$ cat config.mk
export PLATFORM = sky130hd
export DESIGN_NAME = aibcr3aux_por_seq
export DESIGN_NICKNAME = d
export VERILOG_FILES = /design/src/rtl/aibcr3aux_por_seq.sv
export SDC_FILE = /design/constraint.sdc
export NUM_CORES = 1
export LEC_CHECK = 0
export CORE_MARGIN = 10
export CORE_UTILIZATION = 50
export DETAILED_ROUTE_END_ITERATION = 8
export PLACE_DENSITY = 0.74
export SYNTH_ARGS = -nofsm -noshare
export SYNTH_HDL_FRONTEND = slang
export SYNTH_SLANG_ARGS = --single-unit
export TNS_END_PERCENT = 20
$ cat constraint.sdc
create_clock -name iclk -period 1.3 [get_ports iclk]
set_input_delay 0.26 -clock iclk [delete_from_list [all_inputs] [get_ports iclk]]
set_output_delay 0.26 -clock iclk [all_outputs]
set_load 0.01 [all_outputs]
$ cat src/rtl/aibcr3aux_por_seq.sv
// ============================================================================
//  Module   : aibcr3aux_por_seq
//  Purpose  : Power-on-reset and reset-release sequencer for the AIB aux
//             channel. Each of NUM_DOM supply domains is synchronized and
//             debounced. The sequencer releases o_dn_por first and then,
//             RST_DLY cycles later, o_dn_rst_n. In RUN it accepts a warm-reset
//             request that pulses o_dn_rst_n low for RST_DLY cycles.
//  Revision : 1.0 - initial release
// ----------------------------------------------------------------------------
//  Optional feature macro: AIBCR3AUX_POR_OVRD_EN
//    When defined, a synchronized iovrd[i]=1 forces domain i good at once.
//    When undefined, iovrd is accepted on the port but ignored.
// ----------------------------------------------------------------------------
//  Ports
//    iclk        in   1        sequencer clock
//    irst        in   1        synchronous active-high reset
//    ipwr_ok     in   NUM_DOM  raw per-domain supply-good (asynchronous)
//    iovrd       in   NUM_DOM  per-domain force-good override (asynchronous)
//    isw_rst_req in   1        warm-reset request (synchronous level)
//    o_por       out  NUM_DOM  per-domain POR, 1 = domain not yet good
//    o_dn_por    out  1        aux POR to far side, 1 = in POR
//    o_dn_rst_n  out  1        aux reset to far side, 0 = in reset
//    o_state     out  2        POR=0, DLY=1, RUN=2, SWRST=3
//    o_seq_done  out  1        1 while in RUN
// ============================================================================
`default_nettype none

module aibcr3aux_por_seq #(
    parameter int NUM_DOM = 3,
    parameter int DEB_W   = 8,
    parameter int DEB_CNT = 200,
    parameter int DLY_W   = 5,
    parameter int RST_DLY = 16
) (
    input  logic               iclk,
    input  logic               irst,
    input  logic [NUM_DOM-1:0] ipwr_ok,
    input  logic [NUM_DOM-1:0] iovrd,
    input  logic               isw_rst_req,
    output logic [NUM_DOM-1:0] o_por,
    output logic               o_dn_por,
    output logic               o_dn_rst_n,
    output logic [1:0]         o_state,
    output logic               o_seq_done
);

    localparam logic [DEB_W-1:0] c_deb_max  = DEB_W'(DEB_CNT);
    localparam logic [DLY_W-1:0] c_dly_last = DLY_W'(RST_DLY - 1);

    localparam logic [1:0] c_st_por   = 2'd0;
    localparam logic [1:0] c_st_dly   = 2'd1;
    localparam logic [1:0] c_st_run   = 2'd2;
    localparam logic [1:0] c_st_swrst = 2'd3;

    // ------------------------------------------------------------------
    // Two-flop synchronizers for the asynchronous supply-good inputs
    // ------------------------------------------------------------------
    logic [NUM_DOM-1:0] r_ok_s1;
    logic [NUM_DOM-1:0] r_ok_s2;

    always_ff @(posedge iclk) begin
        if (irst) begin
            r_ok_s1 <= '0;
            r_ok_s2 <= '0;
        end else begin
            r_ok_s1 <= ipwr_ok;
            r_ok_s2 <= r_ok_s1;
        end
    end

`ifdef AIBCR3AUX_POR_OVRD_EN
    logic [NUM_DOM-1:0] r_ov_s1;
    logic [NUM_DOM-1:0] r_ov_s2;

    always_ff @(posedge iclk) begin
        if (irst) begin
            r_ov_s1 <= '0;
            r_ov_s2 <= '0;
        end else begin
            r_ov_s1 <= iovrd;
            r_ov_s2 <= r_ov_s1;
        end
    end
`else
    // Override disabled: the port remains for pin compatibility only.
    logic w_unused_ovrd;
    assign w_unused_ovrd = ^iovrd;
`endif

    // ------------------------------------------------------------------
    // Per-domain debounce: count consecutive good samples up to DEB_CNT.
    // A bad sample clears the count, so o_por rises on the same edge.
    // ------------------------------------------------------------------
    for (genvar gi = 0; gi < NUM_DOM; gi++) begin : g_dom
        logic [DEB_W-1:0] r_cnt;
        logic             w_load;

`ifdef AIBCR3AUX_POR_OVRD_EN
        assign w_load = r_ov_s2[gi];
`else
        assign w_load = 1'b0;
`endif

        always_ff @(posedge iclk) begin
            if (irst) begin
                r_cnt <= '0;
            end else if (w_load) begin
                r_cnt <= c_deb_max;
            end else if (!r_ok_s2[gi]) begin
                r_cnt <= '0;
            end else if (r_cnt != c_deb_max) begin
                r_cnt <= r_cnt + 1'b1;
            end
        end

        assign o_por[gi] = (r_cnt != c_deb_max);
    end

    // ------------------------------------------------------------------
    // Release sequencer. r_dly is cleared whenever it is not counting, so
    // every entry into DLY or SWRST starts the delay from zero.
    // ------------------------------------------------------------------
    logic [1:0]       r_state;
    logic [DLY_W-1:0] r_dly;
    logic             w_any_por;

    assign w_any_por = |o_por;

    always_ff @(posedge iclk) begin
        if (irst) begin
            r_state <= c_st_por;
            r_dly   <= '0;
        end else begin
            r_dly <= '0;
            case (r_state)
                c_st_por: begin
                    if (!w_any_por) begin
                        r_state <= c_st_dly;
                    end
                end
                c_st_dly, c_st_swrst: begin
                    // Supply loss has priority and abandons the delay count.
                    if (w_any_por) begin
                        r_state <= c_st_por;
                    end else if (r_dly == c_dly_last) begin
                        r_state <= c_st_run;
                    end else begin
                        r_dly <= r_dly + 1'b1;
                    end
                end
                c_st_run: begin
                    if (w_any_por) begin
                        r_state <= c_st_por;
                    end else if (isw_rst_req) begin
                        r_state <= c_st_swrst;
                    end
                end
                default: begin
                    r_state <= c_st_por;
                end
            endcase
        end
    end

    assign o_dn_por   = (r_state == c_st_por);
    assign o_dn_rst_n = (r_state == c_st_run);
    assign o_seq_done = (r_state == c_st_run);
    assign o_state    = r_state;

endmodule

`default_nettype wire

==> summary.md <==
| Metric | Value |
|---|---|
| Core Area | between 3000 and 4000 sq um |
| CP max stage cell | dfxtp_2 |
| Via count | roughly 1700 |
| Hold buffers post-CTS | 0 |
| Crit-path max FO | 2 |
| Worst setup path category | flip-flop to primary output |
| Total power draw | between 1.5 and 2 mW |
| FP Rows | 21 |
| Final Max Tran Viols | 0 |
| Later-pin clock latency in the skew report | 360 ps |
| Run status | complete, but fails checks |
| Area leader, netlist | dfxtp_1 |
| Area delta synth->final | 43.12% |
| Unique masters post-synth | 34 |
| Family with the most delay on the worst path | flip-flops |
| Violated checks | negative setup slack |
| Clock Path Buffers | 2 |
| Die area | slightly above 6000 sq um |
| Drt pass-1 iters | 5 |
| Top Ports | 17 |
| Ratio of cells with drive above 1 in the final layout | between 40% and 50% |
| Routing usage on met1 | between 10% and 20% |
| Port Buffers | 13 |
| GRT Total Usage | roughly 14% |
| Syn Area/Cell | about 9 sq um |
| # setup viols final | 15 |
| Worst rel slew slack | between 70 and 80% |
| Maximum Capacitance Violations | 0 |
| Unrepaired setup endpoints after global routing | true |
| Setup crit start kind | flip-flop |
| TritonCTS Buffers | 5 |
| Buffers & Inverters on Critical Path | 3 |
| Chip width | around 80 um |
| Hold Path Class | flip-flop to flip-flop |
| Drt drc | 0 |
| Dpl hpwl | about 3000 um |
| Post-layout minimum cycle time | ~1600 ps |
| CP Data Required Time | 1040 ps |
| Met2 Track Usage GR | 25.16% |
| Power per cell area | roughly 800 nW/um^2 |
| Peak supply drop | around 700 uV |
| Vias in the first global route | between 1500 and 2000 |
| Tcrit/Tclk final | 125.5% |
| Top cells by area, synth | dfxtp_1 (43%), ha_1 (5.9%), nand3_1 (4.7%), a21oi_1 (4.4%), xor2_1 (3.6%) |
| Share of the synthesized area in the top cell type | a little over two fifths |
| Mapped cell area | approximately 1700 sq um |
| CTS tree | built |
| Setup WS post-layout | -331.4 ps |
| Remaining global-route overflow | 0 |
| Vias per cell | between 5 and 6 |
| Setup Skew | 11.97 ps |
| Max incr delay on CP | roughly 350 ps |
| Cells after Synth | 190 |
| Synthesized net count | approximately 210 |
| GRT Max-Usage Layer | met2 |
| Fin. Hold Viols | 0 |
| Die H | about 80 um |
| Max Fclk | 613.0 MHz |
| Antenna fix cells | 0 |
| Final wirelength | 4653 um |
| Worst EP arrival | roughly 1400 ps |
| Largest net degree at the start of global routing | 12 |
| H-tree depth | 2 |
| Initial antenna violation count | 0 |
| Number of synthesized register bits | 37 |
| Clock sink count | 37 |
| First-pass GRT wire length | between 7000 and 8000 um |
| DRT antenna net count | 0 |
| LEAKAGE | ~0.88 nW |
| Worst path cell trace | inv_2 > ha_4 > nand4bb_4 > nor2_2 > inv_1 > buf_2 |
| Drt initial violations | 127 |
| Clk slew on worst S/H paths | 120 ps |
| Avg WL per Cell | ~16 um |
| Utilization after layout | roughly three quarters |
| Initial Util | approximately 52% |
| GR Util met3 | approximately 4% |
| Nets@finish | between 200 and 300 |
| Sequential share of the synthesized area | between 40% and 50% |
| Worst Tran Pin Value | about 370 ps |
| Root buffer cell | clkbuf_4 |
| Placer Congestion | 0.8838 |
| CP Capture Type | primary output |
| Ys Warns | 0 |
## cell families (layout without fill, tap and decap cells)
kind of cell | after synthesis | after routing | synth area share (%)
AOI/OAI and AO/OA | 32 | 32 | 10.03
xor gates and xnor gates | 11 | 11 | 5.637
adders and majority gates | 8 | 8 | 5.857
buffers and inverters | 15 | 74 | 3.807
DFF | 37 | 37 | 43.34
and+or+nand+nor | 87 | 87 | 31.33
## metrics by stage
stage	setup TNS (ps)	std cells	setup slack (ps)	cell area, sq um	hold slack [ps]
finish	-2289	295	-331.4	2446	447.2
global route	-3382	295	-408.8	2446	447.8
CTS	-2100	295	-299.2	2346	440.0
detailed placement	-4876	281	-395.8	2180	425.5
global placement	-3622	281	-341.2	2180	423.5
floorplan	-9.634	190	-9.634	1742	388.2
## state kept, by name, indices dropped and copies added, names as in the netlist
signal / flops
g_dom.r_cnt: 24
r_dly: 5
r_ok_s1: 3
r_ok_s2: 3
o_state: 2
## path summary, 6_finish.rpt
kind                            depth (start not counted)                            from  slack, ps                 endpoint
worst max-delay path                                    6  g_dom[1].r_cnt[0]$_SDFFE_PP0P_       -330                 o_por[1]
worst min-delay path                                    1           r_ok_s1[0]$_SDFF_PP0_        450    r_ok_s2[0]$_SDFF_PP0_
worst min register to register                          1           r_ok_s1[0]$_SDFF_PP0_        450    r_ok_s2[0]$_SDFF_PP0_
worst max register to register                          4  g_dom[1].r_cnt[5]$_SDFFE_PP0P_       -220  o_state[1]$_SDFFE_PP0P_
## Yosys cell counts (all sizes together)
master,count
inv,10
or3b,2
nand2b,3
nand3b,1
a22o,1
xnor2,4
and3,1
nand3,17
and4bb,1
nor3,11
nor4,2
a21oi,15
nand4,5
xor2,7
ha,8
clkbuf,2
buf,3
and3b,1
nor3b,2
and4b,2
nand2,8
nor2,10
nor2b,9
nand4bb,1
or3,9
dfxtp,37
o21ai,15
nand4b,2
a211oi,1
## report_power, final
group	switching (mW)	total, mW	internal, mW	leakage, nW
combinational	0.0363	0.0782	0.0419	0.529
sequential	0.00455	1.15	1.14	0.306
clock	0.406	0.720	0.313	0.0413
total	0.447	1.95	1.50	0.876
## final cells by class
class	instances	area (sq um)
Inverter	10	37.54
Sequential cell	37	757.0
Fill cell	238	864.6
Multi-Input combinational cell	138	1086
Timing Repair Buffer	56	437.9
Clock buffer	7	65.06
Tap cell	46	57.56
Clock inverter	1	5.005
## metal layers
layer  routed length, um  part of all wire (%)
met1                1817                    39
met2                2497                    54
met3                 212                   4.6
met4                 125                   2.7
met5                   0                     0
## cell usage in the layout (no fill, tap or decap), types with 2 or more instances in the layout
cell type / netlist / final
nor3_2: 0 / 2
nand2b_1: 3 / 3
xor2_1: 7 / 7
nand4_1: 4 / 4
and4b_1: 2 / 2
nand4b_1: 2 / 2
a21oi_1: 15 / 15
nor2_1: 10 / 8
buf_4: 2 / 39
clkbuf_4: 0 / 5
dfxtp_1: 37 / 24
buf_2: 1 / 6
dfxtp_2: 0 / 13
clkbuf_8: 0 / 2
buf_6: 0 / 5
or3_1: 9 / 9
nand2_1: 8 / 7
clkdlybuf4s50_1: 0 / 5
nor2b_1: 9 / 8
or3b_4: 0 / 2
ha_4: 0 / 7
nor3_1: 11 / 9
nand3_1: 16 / 16
xnor2_1: 4 / 4
nor2_2: 0 / 2
nor4_4: 0 / 2
o21ai_1: 3 / 3
inv_1: 10 / 4
inv_2: 0 / 6
o21ai_2: 0 / 3
o21ai_0: 12 / 9
## what timing repair did
action / CTS / global route
resized for setup: 56 / 26
gates cloned: 0 / 0
setup endpoints to repair: 16 / 29
pin swaps: 11 / 6
setup buffers: 6 / 1
## worst reg2reg max path: cells and delay by family (launching register included)
family / cells / cell delay, ps
AND/OR/NAND/NOR: 3 / 920
flip-flops: 1 / 360
buffers and inverters: 1 / 160
No activity file was read; power rests on OpenSTA's default activity.
